<file path="config.mk">
export PLATFORM = sky130hd
export DESIGN_NAME = pipeline_hazard_ctrl
export DESIGN_NICKNAME = d
export VERILOG_FILES = /design/src/rtl/pipeline_hazard_ctrl_pkg.sv /design/src/rtl/pipeline_hazard_ctrl_fwd_sel.sv /design/src/rtl/pipeline_hazard_ctrl.sv
export SDC_FILE = /design/constraint.sdc
export NUM_CORES = 1
export LEC_CHECK = 0
export CAP_MARGIN = 20
export CORE_MARGIN = 8
export CORE_UTILIZATION = 45
export CTS_BUF_LIST = sky130_fd_sc_hd__clkbuf_8
export DETAILED_ROUTE_END_ITERATION = 7
export HOLD_SLACK_MARGIN = 0.12
export PLACE_DENSITY = 0.92
export SKIP_CTS_REPAIR_TIMING = 1
export SYNTH_ARGS = -nofsm -noshare
export SYNTH_HDL_FRONTEND = slang
export SYNTH_SLANG_ARGS = --single-unit
</file>
<file path="constraint.sdc">
create_clock -name clk -period 3.8 [get_ports clk]
set_input_delay 0.76 -clock clk [delete_from_list [all_inputs] [get_ports clk]]
set_output_delay 0.76 -clock clk [all_outputs]
set_load 0.03 [all_outputs]
</file>
<file path="src/rtl/pipeline_hazard_ctrl_pkg.sv">
`default_nettype none
// ============================================================================
//  Module      : pipeline_hazard_ctrl_pkg
//  Description : Shared encodings for the pipeline hazard controller:
//                EXE operand forwarding selects, controller states and a
//                helper that sizes the flush/hold down-counter.
//  Revision    : 1.0 - initial release
// ============================================================================
package pipeline_hazard_ctrl_pkg;

  // EXE operand source selects
  localparam logic [1:0] FWD_RF       = 2'd0;
  localparam logic [1:0] FWD_MEM_ALU  = 2'd1;
  localparam logic [1:0] FWD_MEM_LOAD = 2'd2;
  localparam logic [1:0] FWD_WB       = 2'd3;

  // Controller states
  typedef enum logic [1:0] {
    HZ_RUN      = 2'd0,
    HZ_BR_FLUSH = 2'd1,
    HZ_MDU_WAIT = 2'd2
  } hz_state_e;

  // Width of a down-counter that must hold values up to max(a, b) - 1
  function automatic int unsigned cnt_width(input int unsigned a, input int unsigned b);
    int unsigned m;
    m = (a > b) ? a : b;
    return (m < 2) ? 1 : $clog2(m);
  endfunction

endpackage
`default_nettype wire

</file>
<file path="src/rtl/pipeline_hazard_ctrl_fwd_sel.sv">
`default_nettype none
// ============================================================================
//  Module      : pipeline_hazard_ctrl_fwd_sel
//  Description : Source select for one operand: compares an operand address
//                against the MEM and WB write tags. MEM wins over WB, a MEM
//                load is reported separately from a MEM ALU result, and
//                register 0 never matches.
//  Revision    : 1.0 - initial release
// ============================================================================
module pipeline_hazard_ctrl_fwd_sel
  import pipeline_hazard_ctrl_pkg::*;
#(
  parameter int REG_AW = 5
) (
  input  logic [REG_AW-1:0] src_addr_i,
  input  logic              mem_wb_wen_i,
  input  logic              mem_mem_ren_i,
  input  logic [REG_AW-1:0] mem_wb_addr_i,
  input  logic              wb_wb_wen_i,
  input  logic [REG_AW-1:0] wb_wb_addr_i,
  output logic [1:0]        sel_o
);

  logic w_mem_hit;
  logic w_wb_hit;

  assign w_mem_hit = mem_wb_wen_i && (mem_wb_addr_i != '0) && (mem_wb_addr_i == src_addr_i);
  assign w_wb_hit  = wb_wb_wen_i  && (wb_wb_addr_i  != '0) && (wb_wb_addr_i  == src_addr_i);

  // Priority select: youngest producer (MEM) first, then WB, else register file
  always_comb begin
    sel_o = FWD_RF;
    if (w_mem_hit) begin
      sel_o = mem_mem_ren_i ? FWD_MEM_LOAD : FWD_MEM_ALU;
    end else if (w_wb_hit) begin
      sel_o = FWD_WB;
    end
  end

endmodule
`default_nettype wire

</file>
<file path="src/rtl/pipeline_hazard_ctrl.sv">
`default_nettype none
// ============================================================================
//  Module      : pipeline_hazard_ctrl
//  Description : Hazard, forwarding and stall controller for the 5-stage
//                pipeline. Produces EXE forwarding selects, load-use stalls,
//                a multi-cycle branch flush window and an MDU hold window,
//                plus a saturating lost-cycle counter.
//  Config      : HAZARD_FWD_EN - when defined, EXE operands are forwarded
//                from MEM/WB and only load-use stalls. When undefined the
//                selects are tied to the register file and ID stalls on any
//                source match with a writing EXE, MEM or WB instruction.
//  Revision    : 1.0 - initial release
// ============================================================================
module pipeline_hazard_ctrl
  import pipeline_hazard_ctrl_pkg::*;
#(
  parameter int REG_AW         = 5,
  parameter int BRANCH_PENALTY = 3,
  parameter int MDU_LATENCY    = 4,
  parameter int CNT_W          = 32
) (
  input  logic              clk,
  input  logic              rst,
  input  logic              id_valid,
  input  logic [REG_AW-1:0] id_rs_addr,
  input  logic [REG_AW-1:0] id_rt_addr,
  input  logic              id_rs_used,
  input  logic              id_rt_used,
  input  logic              id_is_branch,
  input  logic              id_is_mdu,
  input  logic [REG_AW-1:0] exe_rs_addr,
  input  logic [REG_AW-1:0] exe_rt_addr,
  input  logic              exe_wb_wen,
  input  logic              exe_mem_ren,
  input  logic [REG_AW-1:0] exe_wb_addr,
  input  logic              mem_wb_wen,
  input  logic              mem_mem_ren,
  input  logic [REG_AW-1:0] mem_wb_addr,
  input  logic              wb_wb_wen,
  input  logic [REG_AW-1:0] wb_wb_addr,
  output logic [1:0]        fwd_a_sel,
  output logic [1:0]        fwd_b_sel,
  output logic              if_en,
  output logic              id_en,
  output logic              exe_en,
  output logic              id_flush,
  output logic              exe_flush,
  output logic              mem_flush,
  output logic [CNT_W-1:0]  stall_cycles
);

  localparam int CNT_BITS = int'(cnt_width(BRANCH_PENALTY, MDU_LATENCY));

  hz_state_e           state_q, state_d;
  logic [CNT_BITS-1:0] cnt_q, cnt_d;
  logic [CNT_W-1:0]    stall_q;

  logic       w_rs_chk;
  logic       w_rt_chk;
  logic       w_exe_hit;
  logic       w_data_hz;
  logic [1:0] w_fwd_a;
  logic [1:0] w_fwd_b;

  // A source only counts when the instruction is real, reads it, and it is not $0
  assign w_rs_chk  = id_valid && id_rs_used && (id_rs_addr != '0);
  assign w_rt_chk  = id_valid && id_rt_used && (id_rt_addr != '0);
  assign w_exe_hit = exe_wb_wen && ((w_rs_chk && (id_rs_addr == exe_wb_addr)) ||
                                    (w_rt_chk && (id_rt_addr == exe_wb_addr)));

`ifdef HAZARD_FWD_EN
  // Forwarding covers everything except a load still in EXE
  pipeline_hazard_ctrl_fwd_sel #(.REG_AW(REG_AW)) u_fwd_a (
    .src_addr_i    (exe_rs_addr),
    .mem_wb_wen_i  (mem_wb_wen),
    .mem_mem_ren_i (mem_mem_ren),
    .mem_wb_addr_i (mem_wb_addr),
    .wb_wb_wen_i   (wb_wb_wen),
    .wb_wb_addr_i  (wb_wb_addr),
    .sel_o         (w_fwd_a)
  );

  pipeline_hazard_ctrl_fwd_sel #(.REG_AW(REG_AW)) u_fwd_b (
    .src_addr_i    (exe_rt_addr),
    .mem_wb_wen_i  (mem_wb_wen),
    .mem_mem_ren_i (mem_mem_ren),
    .mem_wb_addr_i (mem_wb_addr),
    .wb_wb_wen_i   (wb_wb_wen),
    .wb_wb_addr_i  (wb_wb_addr),
    .sel_o         (w_fwd_b)
  );

  assign w_data_hz = w_exe_hit && exe_mem_ren;
`else
  logic [1:0] w_id_rs_sel;
  logic [1:0] w_id_rt_sel;
  logic       w_unused_exe_ops;

  // Without forwarding the same tag match detects ID sources still in flight
  pipeline_hazard_ctrl_fwd_sel #(.REG_AW(REG_AW)) u_id_rs (
    .src_addr_i    (id_rs_addr),
    .mem_wb_wen_i  (mem_wb_wen),
    .mem_mem_ren_i (mem_mem_ren),
    .mem_wb_addr_i (mem_wb_addr),
    .wb_wb_wen_i   (wb_wb_wen),
    .wb_wb_addr_i  (wb_wb_addr),
    .sel_o         (w_id_rs_sel)
  );

  pipeline_hazard_ctrl_fwd_sel #(.REG_AW(REG_AW)) u_id_rt (
    .src_addr_i    (id_rt_addr),
    .mem_wb_wen_i  (mem_wb_wen),
    .mem_mem_ren_i (mem_mem_ren),
    .mem_wb_addr_i (mem_wb_addr),
    .wb_wb_wen_i   (wb_wb_wen),
    .wb_wb_addr_i  (wb_wb_addr),
    .sel_o         (w_id_rt_sel)
  );

  assign w_fwd_a          = FWD_RF;
  assign w_fwd_b          = FWD_RF;
  assign w_unused_exe_ops = ^{exe_rs_addr, exe_rt_addr, exe_mem_ren};
  assign w_data_hz        = w_exe_hit ||
                            (w_rs_chk && (w_id_rs_sel != FWD_RF)) ||
                            (w_rt_chk && (w_id_rt_sel != FWD_RF));
`endif

  // State, window counter and lost-cycle counter
  always_ff @(posedge clk or negedge rst) begin
    if (!rst) begin
      state_q <= HZ_RUN;
      cnt_q   <= '0;
      stall_q <= '0;
    end else begin
      state_q <= state_d;
      cnt_q   <= cnt_d;
      if ((!if_en || id_flush) && (stall_q != '1)) begin
        stall_q <= stall_q + CNT_W'(1);
      end
    end
  end

  // Next state and stage controls; reset overrides everything combinationally
  always_comb begin
    state_d   = state_q;
    cnt_d     = cnt_q;
    fwd_a_sel = w_fwd_a;
    fwd_b_sel = w_fwd_b;
    if_en     = 1'b1;
    id_en     = 1'b1;
    exe_en    = 1'b1;
    id_flush  = 1'b0;
    exe_flush = 1'b0;
    mem_flush = 1'b0;
    case (state_q)
      HZ_MDU_WAIT: begin
        if_en     = 1'b0;
        id_en     = 1'b0;
        exe_en    = 1'b0;
        mem_flush = 1'b1;
        cnt_d     = cnt_q - CNT_BITS'(1);
        if (cnt_q == CNT_BITS'(1)) state_d = HZ_RUN;
      end
      HZ_BR_FLUSH: begin
        id_flush = 1'b1;
        cnt_d    = cnt_q - CNT_BITS'(1);
        if (cnt_q == CNT_BITS'(1)) state_d = HZ_RUN;
      end
      default: begin
        if (w_data_hz) begin
          if_en     = 1'b0;
          id_en     = 1'b0;
          exe_flush = 1'b1;
        end else if (id_valid && id_is_branch) begin
          id_flush = 1'b1;
          if (BRANCH_PENALTY > 1) begin
            state_d = HZ_BR_FLUSH;
            cnt_d   = CNT_BITS'(BRANCH_PENALTY - 1);
          end
        end else if (id_valid && id_is_mdu) begin
          if (MDU_LATENCY > 1) begin
            state_d = HZ_MDU_WAIT;
            cnt_d   = CNT_BITS'(MDU_LATENCY - 1);
          end
        end
      end
    endcase
    if (!rst) begin
      fwd_a_sel = FWD_RF;
      fwd_b_sel = FWD_RF;
      if_en     = 1'b0;
      id_en     = 1'b0;
      exe_en    = 1'b0;
      id_flush  = 1'b1;
      exe_flush = 1'b1;
      mem_flush = 1'b1;
    end
  end

  assign stall_cycles = stall_q;

endmodule
`default_nettype wire
</file>
# ---- Yosys cells after proc, flatten, opt, wreduce, memory -nomap -nowiden
# Cells that the tools add are included.
dict set report totals {
  regBits 36
  in_bits 47
  wordCells 78
}
dict set report classes {
  add_sub_neg 2
  eq_ne 12
  n_mux 28
  n_reduce_logical 33
}
# operator count
set op_table {}
lappend op_table {{adder 32 x 1 -> 32 bit, second input constant} 1}
lappend op_table {{!= test 32 bit, second input constant} 1}
lappend op_table {{equality test 5 bit} 6}
lappend op_table {{two-way mux 2 bit} 14}
lappend op_table {{nonzero test 5 bit} 4}
lappend op_table {{logical AND 1 bit} 18}
lappend op_table {{two-way mux 1 bit} 12}
lappend op_table {{equality test 2 x 1 -> 1 bit, second input constant} 2}
lappend op_table {{logical OR 1 bit} 4}
lappend op_table {{case mux 1 bit (2 select lines)} 2}
lappend op_table {{nonzero test 2 bit} 2}
lappend op_table {{AND reduction 3 bit} 1}
lappend op_table {{nonzero test 3 bit} 1}
lappend op_table {{equality test 2 bit, second input constant} 1}
lappend op_table {{!= test 2 x 1 -> 1 bit, second input constant} 1}
lappend op_table {{!= test 2 bit, second input constant} 1}
lappend op_table {{AND reduction 2 bit} 1}
lappend op_table {{OR reduction 2 bit} 1}
lappend op_table {{subtractor 2 x 1 -> 2 bit, second input constant} 1}
lappend op_table {{zero test 1 bit} 1}

# ---- Longest topological paths before layout
# Gate-level depths: netlist of the first run.
dict set report depth {
  depth_word 15
  depth_mapped 9
  depth_no_buf 7
}

# ---- Cells and area by module
# From an unflattened synthesis of the first run, not the netlist that was laid out.
dict set report unflattened {
  hier_cells 259
  hier_area_um2 2431.1
}
# mod instances cells_each area_each_um2
set modules_own_cells {}
lappend modules_own_cells {pipeline_hazard_ctrl 1 213 2103.3}
lappend modules_own_cells {pipeline_hazard_ctrl_fwd_sel 2 23 163.9}

# ---- Least setup slack after synthesis of the first run
# Ideal clock, no wire load.
dict set report synth_path {
  path_type {input-to-output}
  startpoint {in id_rs_addr[1]}
  endpoint {out if_en}
  arrival_ns 3.338
  required_ns 3.040
  path_slack_ns -0.298
  cell_stages 8
  path_buffers 1
  path_cell_list {or4_1 -> o211ai_2 -> nor4_1 -> nor4_2 -> nor3b_2 -> nand2_1 -> a21boi_0 -> buf_4}
}
dict set report synth_between {
  elab_chain_len 11
  elab_cells_between_ends 19
  classes_between {3 x eq/ne; 5 x mux; 11 x reduce/logical}
}
# item line_no
set synth_lines {}
lappend synth_lines {{start, declared} pipeline_hazard_ctrl.sv:25} ;# input logic [REG_AW-1:0] id_rs_addr,
lappend synth_lines {{equality test 5 bit} pipeline_hazard_ctrl_fwd_sel.sv:28} ;# assign w_wb_hit = wb_wb_wen_i && (wb_wb_addr_i != '0) && (wb_wb_addr_i == src_addr_i);
lappend synth_lines {{logical AND 1 bit} pipeline_hazard_ctrl_fwd_sel.sv:28}
lappend synth_lines {{two-way mux 2 bit} pipeline_hazard_ctrl_fwd_sel.sv:35} ;# end else if (w_wb_hit) begin
lappend synth_lines {{two-way mux 2 bit} pipeline_hazard_ctrl_fwd_sel.sv:33} ;# if (w_mem_hit) begin
lappend synth_lines {{nonzero test 2 bit} pipeline_hazard_ctrl.sv:124} ;# (w_rs_chk && (w_id_rs_sel != FWD_RF)) ||
lappend synth_lines {{logical AND 1 bit} pipeline_hazard_ctrl.sv:124}
lappend synth_lines {{logical OR 1 bit (*)} pipeline_hazard_ctrl.sv:123} ;# assign w_data_hz = w_exe_hit ||
lappend synth_lines {{logical OR 1 bit (*)} pipeline_hazard_ctrl.sv:124}
lappend synth_lines {{two-way mux 1 bit (*)} --}
lappend synth_lines {{case mux 1 bit (2 select lines) (*)} --}
lappend synth_lines {{two-way mux 1 bit (*)} --}
lappend synth_lines {{end, declared} pipeline_hazard_ctrl.sv:43} ;# output logic if_en,
# Every way passes the cells marked *; elsewhere a longest branch is shown, timed or not.

# ---- Final worst setup path of the first run
dict set report layout_path {
  startpoint {in id_rs_addr[4]}
  endpoint {out if_en}
}
dict set report layout_between {
  elab_chain_len 11
  elab_cells_between_ends 19
  classes_between {3 x eq/ne; 5 x mux; 11 x reduce/logical}
}
# item line_no
set layout_lines {}
lappend layout_lines {{equality test 5 bit} pipeline_hazard_ctrl_fwd_sel.sv:28}
lappend layout_lines {{logical AND 1 bit} pipeline_hazard_ctrl_fwd_sel.sv:28}
lappend layout_lines {{two-way mux 2 bit} pipeline_hazard_ctrl_fwd_sel.sv:35}
lappend layout_lines {{two-way mux 2 bit} pipeline_hazard_ctrl_fwd_sel.sv:33}
lappend layout_lines {{nonzero test 2 bit} pipeline_hazard_ctrl.sv:124}
lappend layout_lines {{logical AND 1 bit} pipeline_hazard_ctrl.sv:124}
lappend layout_lines {{logical OR 1 bit (*)} pipeline_hazard_ctrl.sv:123}
lappend layout_lines {{logical OR 1 bit (*)} pipeline_hazard_ctrl.sv:124}
lappend layout_lines {{two-way mux 1 bit (*)} pipeline_hazard_ctrl.sv:170} ;# if (w_data_hz) begin
lappend layout_lines {{case mux 1 bit (2 select lines) (*)} pipeline_hazard_ctrl.sv:155} ;# case (state_q)
lappend layout_lines {{two-way mux 1 bit (*)} pipeline_hazard_ctrl.sv:188} ;# if (!rst) begin
# Marks and branches as above.

==> flow_summary_export.csv, run 1 <==
group,metric,value,unit
routing,dr.pass1.iters,4,
yosys,async_flop_share,100,%
run_status,outcome,"finished, final reports clean",
worst_setup_path,crit_top_cell,"nor4_2",
yosys,ys_seq_area_share,39.3,%
routing,vias_per_cell,5.37,
yosys,synth_area_leaders,"dfrtp_1, xnor2_1, nand4_1, nand3_1, and3_1",
yosys,synth-edff-count,0,
floorplan,die_y,87.3,microns
sta,final.setup.tns,0,ns
routing,avgRoutedWirePerCell,16.4,microns
yosys,synth_top_area_share,39.3,%
worst_setup_path,cp.arrival,2.88,ns
sta,fmax,0.275,GHz
floorplan,core,5010,sq um
worst_setup_path,crit_type,"in2out",
worst_setup_path,crit_required,3.04,ns
final_layout,drive_gt1_share,16.6,%
pwr,vdd_ir_drop_max,0.275,mV
floorplan,die_area,7630,sq um
final_layout,instances_no_fill,407,
global_routing,grt_usage,16.9,%
routing,drcViolationCount,0,
yosys,synth_area,2290,sq um
sta,final.min_clock_period,3.64,ns
global_routing,grt_antenna_before_repair,0,
yosys,synth.avg_cell_area,9.58,sq um
yosys,syn_inst,239,
placement,place.gp.congestion,0.836,
placement,port_buffers,72,
global_routing,grt_pass1_wl,10.3,mm
sta,rsz0062_at_grt,"no",
sta,clock_skew,0.00304,ns
sta,setup_viol,0,
final_layout,final_core_util,68.7,%
pwr,leakage,1.47,nW
sta,whs,0.313,ns
worst_setup_path,startpoint_type,"input port",
yosys,synth_ff_type,"dfrtp_1",
clock_network,cts.sinks,36,
final_layout,fillerInstances,388,
placement,dp_hpwl,4.98,mm
global_routing,grt_max_degree,33,
worst_setup_path,worstPathCellList,"dlymetal6s2s_1, or4_4, o211ai_4, nor4_2, nor4_2, nor3b_2, buf_4, nand2_2, a21boi_2, buf_6",
final_layout,multi_input_comb_area,1390,sq um
sta,drv_slew,0,
yosys,synth-seq-cells,36,
placement,post_dp_cell_area,3220,sq um
yosys,synth_area_leader_cell,"dfrtp_1",
global_routing,grt.overflow.total,0,
worst_setup_path,cp_max_fo,5,
worst_setup_path,slowest_stage,"or4_4",
clock_network,cts_tree,"done",
placement,dp_cells,397,
floorplan,start_util,45.7,%
clock_network,cts_buffers,5,
clock_network,cts_max_level,2,
sta,min_period_over_period,95.7,%
job,cap_violations,0,
yosys,synthDistinctLibCells,35,
routing,antenna_left,0,
clock_network,cts-root-buf,"clkbuf_8",
final_layout,seq_area,901,sq um
global_routing,grt_pass1_vias,2231,
floorplan,rows,26,
clock_network,clock_latency,0.29,ns
worst_setup_path,end_kind,"primary output",
routing,dr.first_iter.drc_count,121,
floorplan,io_pins,89,
hold_path,holdCritPathClass,"in2async",
pwr,p_per_area,421,nW/um^2
final_layout,area_growth,50.3,%
routing,vias,2186,
routing,finalWirelength,6.69,mm
floorplan,dieWidth,87.3,microns
final_layout,fin_nets,387,
worst_setup_path,cpPeakStageDelay,0.55,ns
final_layout,n_antenna_cell,0,
clock_network,clock_path_buffers,2,
clock_network,path_clk_slew,0.07,ns
yosys,yosysWarningCount,0,
sta,hold_viol_final,0,
worst_setup_path,r2r_slack,1.31,ns
final_layout,fin_area,3440,sq um
path summary, 6_finish.rpt:
| kind | endpoint | cells after the start | start |
|---|---|---|---|
| max | if_en | 10 | id_rs_addr[4] |
| min reg2reg | stall_cycles[9] | 1 | stall_cycles[9] |
| min in group clk | stall_cycles[9] | 1 | stall_cycles[9] |
| max in group asynchronous | stall_cycles[14] | 2 | rst |
| min | cnt_q[0] | 1 | rst |
| max reg2reg | stall_cycles[1] | 7 | stall_cycles[7] |
registers in the layout, summed over array words and instances (netlist names):
register and flops:
cnt_q 2, stall_cycles 32, state_q 2
layer usage:
metal	GRT usage (%)	vias up	share of wire, %
met5	0	-	0
met4	6.72	0	1.7
met3	3.58	10	4.7
met2	31.1	66	55
met1	18.1	1072	38
li1	-	1038	-
critical path, delay by kind of cell:
family / cells / cell delay, ns
AND/OR/NAND/NOR: 5 / 1.21
buffers and inverters: 3 / 0.46
AO/OA/AOI/OAI: 2 / 0.42
synth_stat cells, types with 5 or more instances:
cell,number
and3_1,15
buf_4,5
dfrtp_1,36
inv_1,5
nand2_1,18
nand3_1,19
nand4_1,17
nor2_1,6
nor4_1,9
or4_1,5
xnor2_1,52
xor2_1,9
layout make-up:
class | count | area share, %
multi-input cells | 189 | 40.4
well taps | 70 | 2.55
repair buffers | 99 | 27.6
clock buffers | 6 | 2.40
flip-flops and latches | 36 | 26.2
clock inverters | 2 | 0.327
inverters | 5 | 0.545
cells in the final DEF, fill, tap and decap left out, types with 2 or more instances in the layout:
master           instances
xnor2_1                 52
clkdlybuf4s50_1         51
dfrtp_1                 36
buf_4                   27
nand3_1                 18
nand2_1                 17
nand4_1                 17
and3_1                  15
dlymetal6s2s_1          15
xor2_1                   9
inv_1                    6
nor4_1                   6
nor2_1                   6
clkbuf_8                 6
or4_4                    4
nor4_2                   4
and4_1                   4
ha_1                     4
conb_1                   4
nor3_1                   3
and2_1                   3
buf_6                    3
o211ai_1                 2
o21ai_4                  2
nor2b_1                  2
o21ai_0                  2
a311o_1                  2
clkbuf_2                 2
metrics by stage:
stage | worst slack, ns | total power [mW]
final | 0.165 | 1.45
after global routing | 0.0122 | 1.53
after CTS | -0.327 | 1.44
after detailed placement | -0.325 | 1.15
after global placement | -0.268 | 1.12
after floorplan | 0.165 | 0.901
logic make-up (layout without fill, tap and decap cells):
group / after synthesis / in the layout / share of synthesized area [%]
xor gates and xnor gates: 61 / 61 / 23.3
and+or+nand+nor: 105 / 105 / 26.2
adders and majority gates: 4 / 4 / 2.19
AOI/OAI and AO/OA: 14 / 14 / 4.54
buffers and inverters: 17 / 112 / 3.77
DFF: 36 / 36 / 39.3
muxes: 1 / 1 / 0.492
other: 1 / 4 / 0.164
power by group:
group | switching (mW) | internal (mW) | leakage, nW
Sequential | 0.0662 | 0.446 | 0.438
Combinational | 0.365 | 0.288 | 0.988
Clock | 0.137 | 0.145 | 0.0486
Power figures use the tool's default switching activity.
==> run 2: changes to the inputs <==
Settings changed: SKIP_LAST_GASP set to 1.
==> results of run 2 <==
Same layout as run 1: the final DEF is identical, and so are final timing and power.
==> run 3: changes to the inputs <==
Settings changed: MAX_ROUTING_LAYER set to met4.
==> flow_summary_export.csv, run 3 (synthesis gave the netlist of run 1 again) <==
group,metric,value,unit
placement,place.gp.congestion,0.830,
clock_network,cts-root-buf,"clkbuf_8",
worst_setup_path,startpoint_type,"input port",
sta,clock_skew,0.0126,ns
floorplan,core,5010,sq um
routing,wl_met2,3.70,mm
routing,met3_length,252,microns
floorplan,rows,26,
global_routing,grt_usage,17.9,%
global_routing,grt_max_degree,33,
global_routing,grt_pass1_vias,2247,
sta,final.min_clock_period,3.75,ns
final_layout,fin_nets,390,
worst_setup_path,cp.arrival,2.99,ns
routing,dr.first_iter.drc_count,85,
final_layout,area_growth,51.7,%
final_layout,instances_no_fill,410,
sta,setup_viol,0,
worst_setup_path,end_kind,"primary output",
hold_path,holdCritPathClass,"in2async",
clock_network,cts_buffers,5,
worst_setup_path,r2r_cells,7,
final_layout,most-common-layout-cells,"xnor2_1, clkdlybuf4s50_1, dfrtp_1",
worst_setup_path,crit_top_cell,"nor4_2",
clock_network,cts_tree,"done",
floorplan,start_util,45.7,%
clock_network,clock_path_buffers,2,
pwr,p_per_area,421,nW/um^2
sta,fin_ws,0.0510,ns
clock_network,cts_max_level,2,
sta,whs,0.313,ns
worst_setup_path,critPathBufInv,3,
routing,drcViolationCount,0,
worst_setup_path,regToRegStartpoint,"stall_cycles[7]",
clock_network,path_clk_slew,0.07,ns
job,cap_violations,0,
pwr,vdd_ir_drop_max,0.316,mV
routing,finalWirelength,6.76,mm
pwr,p_total,1.46,mW
final_layout,largest_register_ffs,32,
worst_setup_path,startpoint,"id_rt_addr[1]",
routing,routed.top_layer,"met4",
worst_setup_path,crit_type,"in2out",
worst_setup_path,rr_endpoint,"stall_cycles[1]",
global_routing,grt.overflow.total,0,
global_routing,grt_pass1_wl,10.6,mm
routing,antenna_left,0,
clock_network,clock_latency,0.29,ns
pwr,leakage,1.51,nW
worst_setup_path,cp_max_fo,3,
placement,dp_hpwl,5.19,mm
clock_network,cts.sinks,36,
routing,vias,2189,
placement,place_worst_setup_slack,-0.364,ns
sta,min_period_over_period,98.7,%
final_layout,final_common_cell,"xnor2_1",
routing,vias_per_cell,5.34,
floorplan,io_pins,89,
worst_setup_path,cpPeakStageDelay,0.53,ns
global_routing,grt_antenna_before_repair,0,
worst_setup_path,crit_required,3.04,ns
routing,avgRoutedWirePerCell,16.5,microns
sta,fmax,0.267,GHz
final_layout,final_core_util,69.4,%
worst_setup_path,cp.depth,10,
routing,dr.pass1.iters,4,
routing,wirelength_met1,2.69,mm
sta,hold_viol_final,0,
final_layout,drive_gt1_share,16.2,%
placement,dp_cells,398,
worst_setup_path,worstSetupEndpoint,"if_en",
final_layout,n_antenna_cell,0,
sta,drv_slew,0,
floorplan,dieWidth,87.3,microns
floorplan,die_area,7630,sq um
worst_setup_path,worstPathCellList,"dlymetal6s2s_1, or4_4, o211ai_1, nor4_2, nor4_2, nor3b_2, buf_4, nand2_1, a21boi_2, buf_6",
worst_setup_path,cp_top_family,"simple AND/OR/NAND/NOR gates",
floorplan,die_y,87.3,microns
final_layout,fillerInstances,389,
run_status,outcome,"finished, final reports clean",
placement,port_buffers,72,
worst_setup_path,r2r_slack,1.29,ns
worst_setup_path,slowest_stage,"or4_4",
==> run 3: worst min-delay path by stage <==
stage	slack [ns]	endpoint
finish	0.31	cnt_q[0]
global route	0.31	cnt_q[0]
CTS	0.31	state_q[1]
detailed placement	0.49	stall_cycles[9]
global placement	0.47	stall_cycles[27]
floorplan	0.46	cnt_q[0]
==> run 3: worst reg2reg max path, stage by stage, from the launching register on <==
cell     delay [ns]
dfrtp_1        0.42
and3_1         0.22
and3_1         0.41
and3_1         0.30
nor2b_1        0.43
a21oi_1        0.08
buf_4          0.24
mux2_2         0.30
==> run 3: area by class of cell <==
class,instances,area [sq um],area share [%]
clock inverters,2,11.3,0.324
flip-flops and latches,36,901,25.9
well taps,70,87.6,2.52
inverters,5,18.8,0.540
repair buffers,102,983,28.3
multi-input cells,189,1390,40.0
clock buffers,6,82.6,2.38
==> run 3: stage by stage <==
step | setup TNS, ns | area (sq um)
finish | 0 | 3470
global route | -0.255 | 3470
CTS | -1.10 | 3320
detailed placement | -1.09 | 3230
global placement | -0.672 | 3230
floorplan | 0 | 2300
==> run 3: per-layer routing <==
layer / vias up / GRT usage, %
met5: - / -
li1: 1043 / -
met2: 61 / 32.2
met4: 0 / 7.50
met1: 1072 / 19.4
met3: 13 / 1.98
==> run 3: power by group <==
group	internal, mW	switching, mW
combinational	0.290	0.373
sequential	0.446	0.0710
clock	0.145	0.140
total	0.880	0.583
